## config.mk

```make
export PLATFORM = sky130hd
export DESIGN_NAME = truth_table_sequencer_flat
export DESIGN_NICKNAME = d
export VERILOG_FILES = /design/src/rtl/tts_pkg.sv /design/src/rtl/truth_table_sequencer_if.sv /design/src/rtl/settle_timer.sv /design/src/rtl/truth_table_sequencer.sv /design/src/flat_wrapper.sv
export SDC_FILE = /design/constraint.sdc
export NUM_CORES = 1
export LEC_CHECK = 0
export CORE_MARGIN = 5
export CORE_UTILIZATION = 45
export DETAILED_ROUTE_END_ITERATION = 10
export DONT_BUFFER_PORTS = 1
export PLACE_DENSITY_LB_ADDON = 0.12
export SYNTH_ARGS = -nofsm -noshare
export SYNTH_HDL_FRONTEND = slang
export SYNTH_SLANG_ARGS = --single-unit
```

## constraint.sdc

```tcl
create_clock -name clk -period 7.1 [get_ports clk]
set_input_delay 1.42 -clock clk [delete_from_list [all_inputs] [get_ports clk]]
set_output_delay 1.42 -clock clk [all_outputs]
set_load 0.005 [all_outputs]
```

## src/rtl/tts_pkg.sv

```systemverilog
// Shared constants and state encoding for the truth-table sequencer.
// Imported by the interface, the settle timer's parent, and the controller.
package tts_pkg;

  localparam int unsigned VEC_W = 4;
  localparam int unsigned NUM_VEC = 1 << VEC_W;
  localparam logic [15:0] GOLDEN_DEFAULT = 16'hFFE8;

  typedef enum logic [1:0] {
    ST_IDLE   = 2'd0,
    ST_APPLY  = 2'd1,
    ST_SAMPLE = 2'd2,
    ST_DONE   = 2'd3
  } state_t;

endpackage

```

## src/rtl/truth_table_sequencer_if.sv

```systemverilog
// Control, stimulus and result bundle between a tester and the sequencer.
// The master drives start/abort and the block-under-test response y_in.
interface truth_table_sequencer_if;
  import tts_pkg::*;

  logic             start;
  logic             abort;
  logic             y_in;
  logic [VEC_W-1:0] abcd;
  logic             busy;
  logic             done;
  logic             result_valid;
  logic [15:0]      tt_word;
  logic             pass;
  logic [4:0]       mismatch_cnt;
  logic [VEC_W-1:0] first_fail_idx;

  modport master (
    output start, abort, y_in,
    input  abcd, busy, done, result_valid, tt_word, pass, mismatch_cnt, first_fail_idx
  );

  modport slave (
    input  start, abort, y_in,
    output abcd, busy, done, result_valid, tt_word, pass, mismatch_cnt, first_fail_idx
  );

endinterface

```

## src/rtl/settle_timer.sv

```systemverilog
// Counts cycles while enabled and flags the last settle cycle (count == SETTLE-1).
// Held at zero whenever clear is asserted, so each vector starts from a fresh count.
module settle_timer #(
  parameter int unsigned SETTLE = 2
) (
  input  logic clk,
  input  logic rst,
  input  logic clr_i,
  input  logic en_i,
  output logic expired_o
);

  localparam logic [7:0] LAST = 8'(SETTLE - 1);

  logic [7:0] cnt_q;

  always_ff @(posedge clk) begin
    if (rst || clr_i) begin
      cnt_q <= '0;
    end else if (en_i) begin
      cnt_q <= cnt_q + 8'd1;
    end
  end

  assign expired_o = (cnt_q == LAST);

endmodule

```

## src/rtl/truth_table_sequencer.sv

```systemverilog
// Sweeps all 16 {A,B,C,D} vectors through an external decision block, captures
// its Y per vector into a truth-table word and scores it against GOLDEN.
module truth_table_sequencer
  import tts_pkg::*;
#(
  parameter int unsigned SETTLE = 2,
  parameter logic [15:0] GOLDEN = GOLDEN_DEFAULT
) (
  input logic                     clk,
  input logic                     rst,
  truth_table_sequencer_if.slave  busIf
);

  localparam logic [VEC_W-1:0] LAST_IDX = VEC_W'(NUM_VEC - 1);

  state_t           state_q;
  logic [VEC_W-1:0] idx_q;
  logic [VEC_W-1:0] abcd_q;
  logic             busy_q;
  logic             done_q;
  logic             resultValid_q;
  logic [15:0]      ttWord_q;
  logic             pass_q;
  logic [4:0]       mismatchCnt_q;
  logic [VEC_W-1:0] firstFailIdx_q;

  logic             timerExpired;
  logic             sampleMiss_d;
  logic [4:0]       mismatchCnt_d;

  settle_timer #(.SETTLE(SETTLE)) u_settle_timer (
    .clk       (clk),
    .rst       (rst),
    .clr_i     (state_q != ST_APPLY),
    .en_i      (state_q == ST_APPLY),
    .expired_o (timerExpired)
  );

  // Gated by state so an unknown y_in outside SAMPLE never reaches the counters.
  assign sampleMiss_d  = (state_q == ST_SAMPLE) & (busIf.y_in ^ GOLDEN[idx_q]);
  assign mismatchCnt_d = mismatchCnt_q + {4'd0, sampleMiss_d};

  always_ff @(posedge clk) begin
    if (rst) begin
      state_q        <= ST_IDLE;
      idx_q          <= '0;
      abcd_q         <= '0;
      busy_q         <= 1'b0;
      done_q         <= 1'b0;
      resultValid_q  <= 1'b0;
      ttWord_q       <= '0;
      pass_q         <= 1'b0;
      mismatchCnt_q  <= '0;
      firstFailIdx_q <= '0;
    end else begin
      case (state_q)
        ST_IDLE: begin
          if (busIf.start) begin
            state_q        <= ST_APPLY;
            idx_q          <= '0;
            abcd_q         <= '0;
            busy_q         <= 1'b1;
            ttWord_q       <= '0;
            mismatchCnt_q  <= '0;
            firstFailIdx_q <= '0;
            resultValid_q  <= 1'b0;
          end
        end
        ST_APPLY: begin
          if (busIf.abort) begin
            state_q <= ST_IDLE;
            abcd_q  <= '0;
            busy_q  <= 1'b0;
          end else if (timerExpired) begin
            state_q <= ST_SAMPLE;
          end
        end
        ST_SAMPLE: begin
          // An abort on the sampling edge drops this vector's result entirely.
          if (busIf.abort) begin
            state_q <= ST_IDLE;
            abcd_q  <= '0;
            busy_q  <= 1'b0;
          end else begin
            ttWord_q[idx_q] <= busIf.y_in;
            mismatchCnt_q   <= mismatchCnt_d;
            if (sampleMiss_d && (mismatchCnt_q == 5'd0)) begin
              firstFailIdx_q <= idx_q;
            end
            if (idx_q == LAST_IDX) begin
              state_q       <= ST_DONE;
              busy_q        <= 1'b0;
              done_q        <= 1'b1;
              resultValid_q <= 1'b1;
              pass_q        <= (mismatchCnt_d == 5'd0);
            end else begin
              state_q <= ST_APPLY;
              idx_q   <= idx_q + 1'b1;
              abcd_q  <= idx_q + 1'b1;
            end
          end
        end
        ST_DONE: begin
          state_q <= ST_IDLE;
          done_q  <= 1'b0;
          abcd_q  <= '0;
        end
        default: state_q <= ST_IDLE;
      endcase
    end
  end

  assign busIf.abcd           = abcd_q;
  assign busIf.busy           = busy_q;
  assign busIf.done           = done_q;
  assign busIf.result_valid   = resultValid_q;
  assign busIf.tt_word        = ttWord_q;
  assign busIf.pass           = pass_q;
  assign busIf.mismatch_cnt   = mismatchCnt_q;
  assign busIf.first_fail_idx = firstFailIdx_q;

endmodule

```

## src/flat_wrapper.sv

```systemverilog
// flat-port wrapper written by rule: the top's interface ports become plain ports
module truth_table_sequencer_flat import tts_pkg::*;
#(
  parameter int unsigned SETTLE = 2,
  parameter logic [15:0] GOLDEN = GOLDEN_DEFAULT
)
  (clk, rst, busIf_start, busIf_abort, busIf_y_in, busIf_abcd, busIf_busy, busIf_done, busIf_result_valid, busIf_tt_word, busIf_pass, busIf_mismatch_cnt, busIf_first_fail_idx);
  truth_table_sequencer_if busIf_i ();
  input logic clk;
  input logic rst;
  input wire logic [$bits(busIf_i.start)-1:0] busIf_start;
  input wire logic [$bits(busIf_i.abort)-1:0] busIf_abort;
  input wire logic [$bits(busIf_i.y_in)-1:0] busIf_y_in;
  output wire logic [$bits(busIf_i.abcd)-1:0] busIf_abcd;
  output wire logic [$bits(busIf_i.busy)-1:0] busIf_busy;
  output wire logic [$bits(busIf_i.done)-1:0] busIf_done;
  output wire logic [$bits(busIf_i.result_valid)-1:0] busIf_result_valid;
  output wire logic [$bits(busIf_i.tt_word)-1:0] busIf_tt_word;
  output wire logic [$bits(busIf_i.pass)-1:0] busIf_pass;
  output wire logic [$bits(busIf_i.mismatch_cnt)-1:0] busIf_mismatch_cnt;
  output wire logic [$bits(busIf_i.first_fail_idx)-1:0] busIf_first_fail_idx;
  assign busIf_i.start = busIf_start;
  assign busIf_i.abort = busIf_abort;
  assign busIf_i.y_in = busIf_y_in;
  assign busIf_abcd = busIf_i.abcd;
  assign busIf_busy = busIf_i.busy;
  assign busIf_done = busIf_i.done;
  assign busIf_result_valid = busIf_i.result_valid;
  assign busIf_tt_word = busIf_i.tt_word;
  assign busIf_pass = busIf_i.pass;
  assign busIf_mismatch_cnt = busIf_i.mismatch_cnt;
  assign busIf_first_fail_idx = busIf_i.first_fail_idx;
  truth_table_sequencer #(.SETTLE(SETTLE), .GOLDEN(GOLDEN)) u_core (.clk(clk), .rst(rst), .busIf(busIf_i));
endmodule
```

==> flow_summary.json, run 1 <==
{
  "arrival_ns": 3.29,
  "clk-insertion-delay-late_ns": 0.30,
  "cts_sinks": 48,
  "internal-power_mw": 0.358,
  "synth_top_flop_cell": "dfxtp_1",
  "setup_tns_ns": 0,
  "outcome": "finished clean",
  "fp.dieH_um": 84.3,
  "diodes": 0,
  "grt.total_usage_pct": 16.5,
  "io_pins": 38,
  "final_area_mm2": 0.00256,
  "ant_nets": 0,
  "synth_warnings": 0,
  "ys_top_cells_by_area": "dfxtp_1 39%, ha_1 6.6%, a21oi_1 5.8%",
  "crit_fanout": 4,
  "cts_root_buffer": "clkbuf_8",
  "cts_resized": 0,
  "setup_viol": 0,
  "leakagePower_nw": 0.899,
  "gr-total-overflow": 0,
  "layout.area.seq_um2": 961,
  "rrSetupSlack_ns": 4.23,
  "dr.pass1.iters": 4,
  "core_mm2": 0.00544,
  "synthCells": 298,
  "drt_wl_total_um": 5580,
  "cts.repair_timing.setup_buffer_count": 0,
  "drc_errors": 0,
  "end_kind": "register",
  "finalHoldViolCount": 0,
  "antenna_found_initial": 0,
  "swShare_pct": 25.2,
  "cts_made_buffers": 5,
  "vdd_ir_drop_max_mv": 0.0988,
  "rows": 27,
  "clockBufferDepth": 2,
  "yosysTopAreaCellShare_pct": 38.7,
  "fill_cells": 545,
  "dieArea_mm2": 0.00710,
  "area_growth_pct": 3.02,
  "syn-num-nets": 316,
  "drive_gt1_share_pct": 5.24,
  "cts_tree": "yes",
  "synthArstFlopShare_pct": 0,
  "skew_ns": 0.00408,
  "ctsHoldBuffers": 0,
  "switching_power_mw": 0.121,
  "stdcell_count": 358,
  "netlist_area_mm2": 0.00248,
  "tightest_slew_ns": 0.775,
  "hold_class": "reg2reg",
  "route.vias.total": 1966,
  "final_nets": 304,
  "drv_cap": 0,
  "hp-start": "u_core.busIf.first_fail_idx[1]",
  "via_per_inst": 5.49,
  "die_w_um": 84.3,
  "multi_input_area_mm2": 0.00138,
  "hold_depth": 2,
  "worst_setup_path_start_kind": "primary input",
  "final_cell_mix": "48 x dfxtp_1, 29 x a21oi_1, 28 x nand3_1, 27 x nor2_1, 18 x o21ai_0",
  "dr.first_iter.drc_count": 97,
  "reg2reg_depth": 9,
  "power-per-cell-area_mw_per_mm2": 187,
  "period_needed_ns": 3.06,
  "dpl_cell_area_mm2": 0.00248,
  "yosysTopAreaCell": "dfxtp_1",
  "htree_levels": 2,
  "yosysSeqAreaShare_pct": 38.7,
  "place.gp.congestion": 0.830,
  "synth_edf_count": 0,
  "port-buffer-count": 0,
  "maxSlewHeadroom_pct": 48.3,
  "period_share_pct": 43.1,
  "holdPathEnd": "u_core.busIf.first_fail_idx[1]",
  "grt_setup_unrepaired": "no",
  "placed_cells": 351,
  "mostFrequentLayoutCell": "dfxtp_1",
  "grt_max_degree": 38,
  "critPathRequiredTime_ns": 7.34,
  "grt_pass1_vias": 1897,
  "r2r_start": "u_core.state_q[0]",
  "path_class": "in2reg",
  "start_util_pct": 45.6,
  "clockPowerShare_pct": 32.0,
  "fmax_mhz": 327,
  "post-dp-hpwl_um": 3850,
  "power_frac_seq_pct": 57.6,
  "cts.clk_slew.worst_paths_ns": 0.08,
  "slew_viol_final": 0,
  "grt_first_pass_wirelength_um": 9580,
  "ys_ff_latch": 48,
  "routedWlPerCell_um": 15.6,
  "r2r_end": "u_core.busIf.pass",
  "avgSynthCellArea_um2": 8.33,
  "share_comb_of_total_power_pct": 10.4,
  "yosysUniqueCellTypes": 45
}
==> cell usage after synthesis (2+ instances only) <==
cell      number
a22oi_1        6
nor2_1        27
ha_1          13
nand2b_1       7
o21ai_0       18
buf_6          2
clkbuf_1      12
nand3_1       28
xnor2_1        3
a21boi_0      15
inv_1         11
o21ai_1        2
nor3_1         4
buf_2          4
nor2_2         2
a32oi_1        2
and2_1         5
a21oi_1       29
mux2i_1        3
xor2_1         8
nand2_1       16
or4_1          2
nand4_1        6
dfxtp_1       48
nor2b_1        5
==> per-layer routing <==
layer | vias up | routed length (um) | part of all wire (%) | GRT usage, %
li1 | 1010 | - | - | -
met1 | 912 | 2640 | 47 | 21.5
met4 | 0 | 80 | 1.4 | 5.70
met3 | 7 | 341 | 6.1 | 5.50
met2 | 37 | 2520 | 45 | 25.7
met5 | - | 0 | 0 | 0
==> area by class of cell <==
type	count	share of cell area (%)
Inverter	11	1.61
Timing Repair Buffer	1	0.294
Clock buffer	6	2.84
Tap cell	72	3.52
Clock inverter	1	0.196
Sequential cell	48	37.6
Multi-Input combinational cell	219	54.0
==> cells by family (layout without fill, tap and decap cells) <==
group           Yosys count  count (layout)  synth area share [%]
mux                       4               4                  2.12
flops                    48              48                  38.7
compound gates           83              83                  21.3
xor+xnor                 11              11                  3.88
buf+inv                  31              19                  5.70
simple gates            108             108                  21.8
fa+ha+maj                13              13                  6.55
==> critical path, cell delays in order <==
cell and delay, ns:
xor2_1 0.15, and2_1 0.16, ha_1 0.20, ha_1 0.24
xor2_1 0.15, or4_1 0.45, or4_1 0.40, a21oi_1 0.13
==> worst max path at each step <==
stage               startpoint                end  slack [ns]  cells past startpoint
global route        busIf_y_in  u_core.busIf.pass        3.97                      8
global placement    busIf_y_in  u_core.busIf.pass        3.76                      8
finish              busIf_y_in  u_core.busIf.pass        4.04                      8
floorplan           busIf_y_in  u_core.busIf.pass        3.84                      8
CTS                 busIf_y_in  u_core.busIf.pass        4.05                      8
detailed placement  busIf_y_in  u_core.busIf.pass        3.73                      8
==> metrics by stage <==
step	util (%)	hold slack, ns	power (mW)	setup WS (ns)
after floorplan	-	0.456	0.324	3.84
after global placement	45.6	0.471	0.332	3.76
after detailed placement	45.6	0.475	0.332	3.73
after CTS	47.0	0.490	0.485	4.05
after global routing	47.0	0.514	0.505	3.97
final	47.0	0.487	0.478	4.04
==> state kept, by name, summed over array words and instances (netlist names), named ones only <==
| register | flops |
|---|---|
| u_core.busIf.pass | 1 |
| u_core.busIf.done | 1 |
| u_core.busIf.abcd | 4 |
| u_core.busIf.mismatch_cnt | 5 |
| u_core.busIf.tt_word | 16 |
| u_core.busIf.result_valid | 1 |
| u_core.busIf.first_fail_idx | 4 |
| u_core.busIf.busy | 1 |
| u_core.u_settle_timer.cnt_q | 8 |
| u_core.state_q | 2 |
| u_core.idx_q | 4 |
==> power groups by stage <==
stage                     sequential [mW]  combinational [mW]  clock (mW)
after global routing                0.276              0.0561       0.173
after floorplan                     0.281              0.0428           0
after CTS                           0.276              0.0503       0.159
after detailed placement            0.282              0.0501           0
final                               0.275              0.0497       0.153
after global placement              0.282              0.0502           0
(Power assumes the default switching activity.)
==> run 2: changes to the inputs <==
clock period = 3.2 ns   (was 7.1 ns; I/O delays follow)
==> flow_summary.json, run 2 (same netlist as run 1, synthesis figures left out) <==
{
  "core_mm2": 0.00544,
  "grt_pass1_vias": 1926,
  "outcome": "finished clean",
  "final_nets": 307,
  "hold_class": "in2reg",
  "arrival_ns": 2.70,
  "power-per-cell-area_mw_per_mm2": 412,
  "finalHoldViolCount": 0,
  "dr.first_iter.drc_count": 97,
  "fill_cells": 539,
  "worstPathCellList": "inv_1, ha_1, and2_1, ha_1, ha_1, xor2_1, or4_1, or4_1, a21oi_1",
  "r2r_start": "u_core.state_q[0]",
  "fmax_mhz": 404,
  "drt_wl_total_um": 5630,
  "worst_slack_ns": 0.728,
  "cts_sinks": 48,
  "largest_reg_flops": 16,
  "slew_viol_final": 0,
  "place_ws_ns": 0.608,
  "setup_tns_ns": 0,
  "route.vias.total": 2010,
  "maxSlewHeadroom_pct": 58.1,
  "grt_max_degree": 38,
  "clockBufferDepth": 2,
  "cp_slowest_cell": "or4_1",
  "cts_tree": "yes",
  "grt_setup_unrepaired": "no",
  "clk-insertion-delay-late_ns": 0.30,
  "htree_levels": 2,
  "period_needed_ns": 2.47,
  "ctsHoldBuffers": 0,
  "drc_errors": 0,
  "start_util_pct": 45.6,
  "startpoint": "u_core.state_q[0]",
  "rrSetupSlack_ns": 0.73,
  "mostFrequentLayoutCell": "dfxtp_1",
  "end_kind": "register",
  "fin_util_pct": 47.4,
  "dr.pass1.iters": 4,
  "leakagePower_nw": 0.915,
  "post-dp-hpwl_um": 4020,
  "worst_setup_path_start_kind": "register",
  "io_pins": 38,
  "r2r_end": "u_core.busIf.pass",
  "cts_resized": 0,
  "port-buffer-count": 0,
  "rows": 27,
  "stdcell_count": 361,
  "diodes": 0,
  "drive_gt1_share_pct": 6.23,
  "critPathRequiredTime_ns": 3.43,
  "ant_nets": 0,
  "cts.clk_slew.worst_paths_ns": 0.08,
  "tightest_slew_ns": 0.627,
  "antenna_found_initial": 0,
  "path_class": "reg2reg",
  "period_share_pct": 77.3,
  "dieArea_mm2": 0.00710,
  "crit_fanout": 4,
  "cts_made_buffers": 5,
  "gr-total-overflow": 0,
  "via_per_inst": 5.57,
  "max_stage_delay_ns": 0.45,
  "area_growth_pct": 3.93,
  "drv_cap": 0,
  "skew_ns": 0.00507,
  "place.gp.congestion": 0.811,
  "routedWlPerCell_um": 15.6,
  "placed_cells": 354,
  "grt.total_usage_pct": 16.5,
  "die_w_um": 84.3,
  "fp.dieH_um": 84.3,
  "cts.repair_timing.setup_buffer_count": 0,
  "crit_top_cell": "ha_1",
  "cp-endpoint": "u_core.busIf.pass",
  "reg2reg_depth": 9,
  "cts_root_buffer": "clkbuf_8",
  "finalPower_mw": 1.06,
  "final_cell_mix": "48 x dfxtp_1, 29 x a21oi_1, 28 x nand3_1, 27 x nor2_1, 18 x o21ai_0",
  "setup_viol": 0,
  "grt_first_pass_wirelength_um": 9700,
  "vdd_ir_drop_max_mv": 0.175
}
## run 2: changes by cell type in the layout (fill, tap and decap cells not counted), sizes merged
cell  previous run  this run
buf              1         4
## run 2: cell type report
class / instances / area, um2 / share of cell area [%]
multi-input cells: 219 / 1380 / 53.5
flip-flops and latches: 48 / 961 / 37.2
well taps: 72 / 90.1 / 3.49
clock buffers: 6 / 72.6 / 2.81
inverters: 11 / 41.3 / 1.60
repair buffers: 4 / 30.0 / 1.16
clock inverters: 1 / 5.00 / 0.194
## run 2: metal layers
| layer | part of all wire, % | GRT usage, % | vias to the layer above | wire [um] |
|---|---|---|---|---|
| met5 | 0 | 0 | - | 0 |
| met4 | 1.3 | 4.39 | 0 | 74 |
| met3 | 6.9 | 6.08 | 8 | 388 |
| met2 | 45 | 26.0 | 42 | 2510 |
| met1 | 47 | 21.3 | 940 | 2650 |
| li1 | - | - | 1020 | - |
## run 2: stage by stage
step           hold WS (ns)  cell area [um2]
2_1_floorplan         0.456             2480
3_3_place_gp          0.473             2500
3_5_place_dp          0.478             2500
4_1_cts               0.395             2580
5_1_grt               0.378             2580
6_report              0.401             2580
## run 2: critical path, delay by kind of cell (launching register included)
family,cells,cell delay (ns)
AND/OR/NAND/NOR,3,0.99
adder cells (fa/ha/maj),3,0.64
flip-flops,1,0.40
XOR/XNOR,1,0.15
AO/OA/AOI/OAI,1,0.12
buffers and inverters,1,0.10
## run 2: worst min path at each step
stage                                              start                             end  slack [ns]  cells after the start
after CTS                                            rst         u_core.busIf.tt_word[2]        0.39                      1
after detailed placement  u_core.busIf.first_fail_idx[2]  u_core.busIf.first_fail_idx[2]        0.48                      2
final                                                rst         u_core.busIf.tt_word[5]        0.40                      1
after floorplan           u_core.u_settle_timer.cnt_q[0]  u_core.u_settle_timer.cnt_q[0]        0.46                      1
after global placement           u_core.busIf.tt_word[9]         u_core.busIf.tt_word[9]        0.47                      2
after global routing                                 rst         u_core.busIf.tt_word[5]        0.38                      1
## run 2: power by group
part	internal [mW]	total, mW	switching, mW
clock	0.149	0.341	0.192
sequential	0.604	0.611	0.00767
combinational	0.0411	0.111	0.0702
total	0.794	1.06	0.270
==> run 3: changes to the inputs <==
clock period = 2.1 ns   (was 3.2 ns; I/O delays follow)
==> flow_summary.json, run 3 (same netlist as run 1, synthesis figures left out) <==
{
  "clockPowerShare_pct": 31.1,
  "cts_tree": "yes",
  "path_class": "reg2reg",
  "placed_cells": 369,
  "dieArea_mm2": 0.00710,
  "gr-total-overflow": 0,
  "finalPower_mw": 1.66,
  "setup_tns_ns": -0.0566,
  "finalHoldViolCount": 0,
  "fmax_mhz": 464,
  "power_frac_seq_pct": 55.9,
  "ant_nets": 0,
  "drc_errors": 0,
  "violations": "setup timing",
  "grt_setup_unrepaired": "yes",
  "skew_ns": 0.00986,
  "post-dp-hpwl_um": 4270,
  "cts.repair_timing.setup_buffer_count": 0,
  "mostFrequentLayoutCell": "dfxtp_1",
  "die_w_um": 84.3,
  "cts_made_buffers": 5,
  "port-buffer-count": 0,
  "core_mm2": 0.00544,
  "grt_pass1_vias": 2058,
  "start_util_pct": 45.6,
  "end_kind": "register",
  "cts.clk_slew.worst_paths_ns": 0.09,
  "maxSlewHeadroom_pct": 68.7,
  "antenna_found_initial": 0,
  "vdd_ir_drop_max_mv": 0.292,
  "place.gp.congestion": 0.900,
  "swShare_pct": 25.5,
  "critPathRequiredTime_ns": 2.34,
  "cts_root_buffer": "clkbuf_8",
  "tightest_slew_ns": 0.468,
  "clockBufferDepth": 2,
  "internal-power_mw": 1.24,
  "grt_max_degree": 38,
  "via_per_inst": 5.56,
  "fp.dieH_um": 84.3,
  "crit_fanout": 2,
  "power-per-cell-area_mw_per_mm2": 599,
  "diodes": 0,
  "worst_setup_path_start_kind": "register",
  "worst_slack_ns": -0.0566,
  "dr.pass1.iters": 4,
  "period_needed_ns": 2.16,
  "grt.total_usage_pct": 18.4,
  "largest_reg_flops": 16,
  "arrival_ns": 2.40,
  "slew_viol_final": 0,
  "drt_wl_total_um": 6170,
  "routedWlPerCell_um": 16.4,
  "drv_cap": 0,
  "rows": 27,
  "switching_power_mw": 0.424,
  "cts_sinks": 48,
  "leakagePower_nw": 0.992,
  "period_share_pct": 103,
  "clk-insertion-delay-late_ns": 0.30,
  "route.vias.total": 2092,
  "hold_class": "in2reg",
  "stdcell_count": 376,
  "final_nets": 322,
  "outcome": "complete, but fails checks",
  "setup_viol": 1,
  "io_pins": 38,
  "final_cell_mix": "47 x dfxtp_1, 29 x a21oi_1, 28 x nand3_1, 27 x nor2_1, 18 x o21ai_0",
  "share_comb_of_total_power_pct": 13.0,
  "dr.first_iter.drc_count": 161,
  "grt_first_pass_wirelength_um": 10700,
  "drive_gt1_share_pct": 13.8,
  "htree_levels": 2,
  "area_growth_pct": 12.0
}
## run 3: timing repair
| action | CTS | global route |
|---|---|---|
| cloned | 0 | 0 |
| endpoints found under the hold margin | 0 | 0 |
| endpoints found under the setup margin | 1 | 20 |
| pin swaps | 1 | 1 |
| resized for setup | 2 | 4 |
| hold buffers | 0 | 0 |
## run 3: metal layers
metal	GRT usage, %	vias up	part of all wire [%]
met5	0	-	0
met4	4.68	0	1.3
met3	4.61	5	6.0
met2	29.3	58	46
met1	24.9	976	46
li1	-	1053	-
## run 3: worst paths after layout
kind / slack [ns] / endpoint / depth (start not counted) / startpoint
setup reg to reg: -0.06 / u_core.busIf.pass / 9 / u_core.state_q[0]
hold reg to reg: 0.49 / u_core.busIf.first_fail_idx[0] / 2 / u_core.busIf.first_fail_idx[0]
setup / recovery: -0.06 / u_core.busIf.pass / 9 / u_core.state_q[0]
hold / removal: 0.19 / u_core.busIf.tt_word[11] / 1 / rst
## run 3: layout make-up
type / count / area [um2]
Clock inverter: 1 / 5.00
Multi-Input combinational cell: 219 / 1440
Fill cell: 506 / 2660
Clock buffer: 6 / 72.6
Tap cell: 72 / 90.1
Timing Repair Buffer: 19 / 168
Sequential cell: 48 / 962
Inverter: 11 / 41.3
## run 3: power groups by stage
stage,clock network (mW),logic [mW],registers (mW)
after floorplan,0,0.148,0.952
after global placement,0,0.206,0.952
after detailed placement,0,0.205,0.952
after CTS,0.547,0.206,0.930
after global routing,0.586,0.244,0.933
final,0.518,0.217,0.930
## run 3: stage by stage
step | hold WS [ns] | worst slack (ns) | util [%] | cell area (um2)
floorplan | 0.456 | -0.230 | - | 2520
global placement | 0.472 | -0.163 | 49.1 | 2670
global route | 0.169 | -0.148 | 51.1 | 2780
CTS | 0.171 | -0.0679 | 50.7 | 2760
detailed placement | 0.474 | -0.185 | 49.1 | 2670
finish | 0.188 | -0.0566 | 51.1 | 2780
## run 3: critical path: stages, from the launching register on
cell and delay, ns:
dfxtp_2 0.34, inv_2 0.05, ha_4 0.15, and2_4 0.13, ha_4 0.16, ha_4 0.16
xor2_1 0.13, or4_1 0.46, or4_1 0.40, a21oi_1 0.13
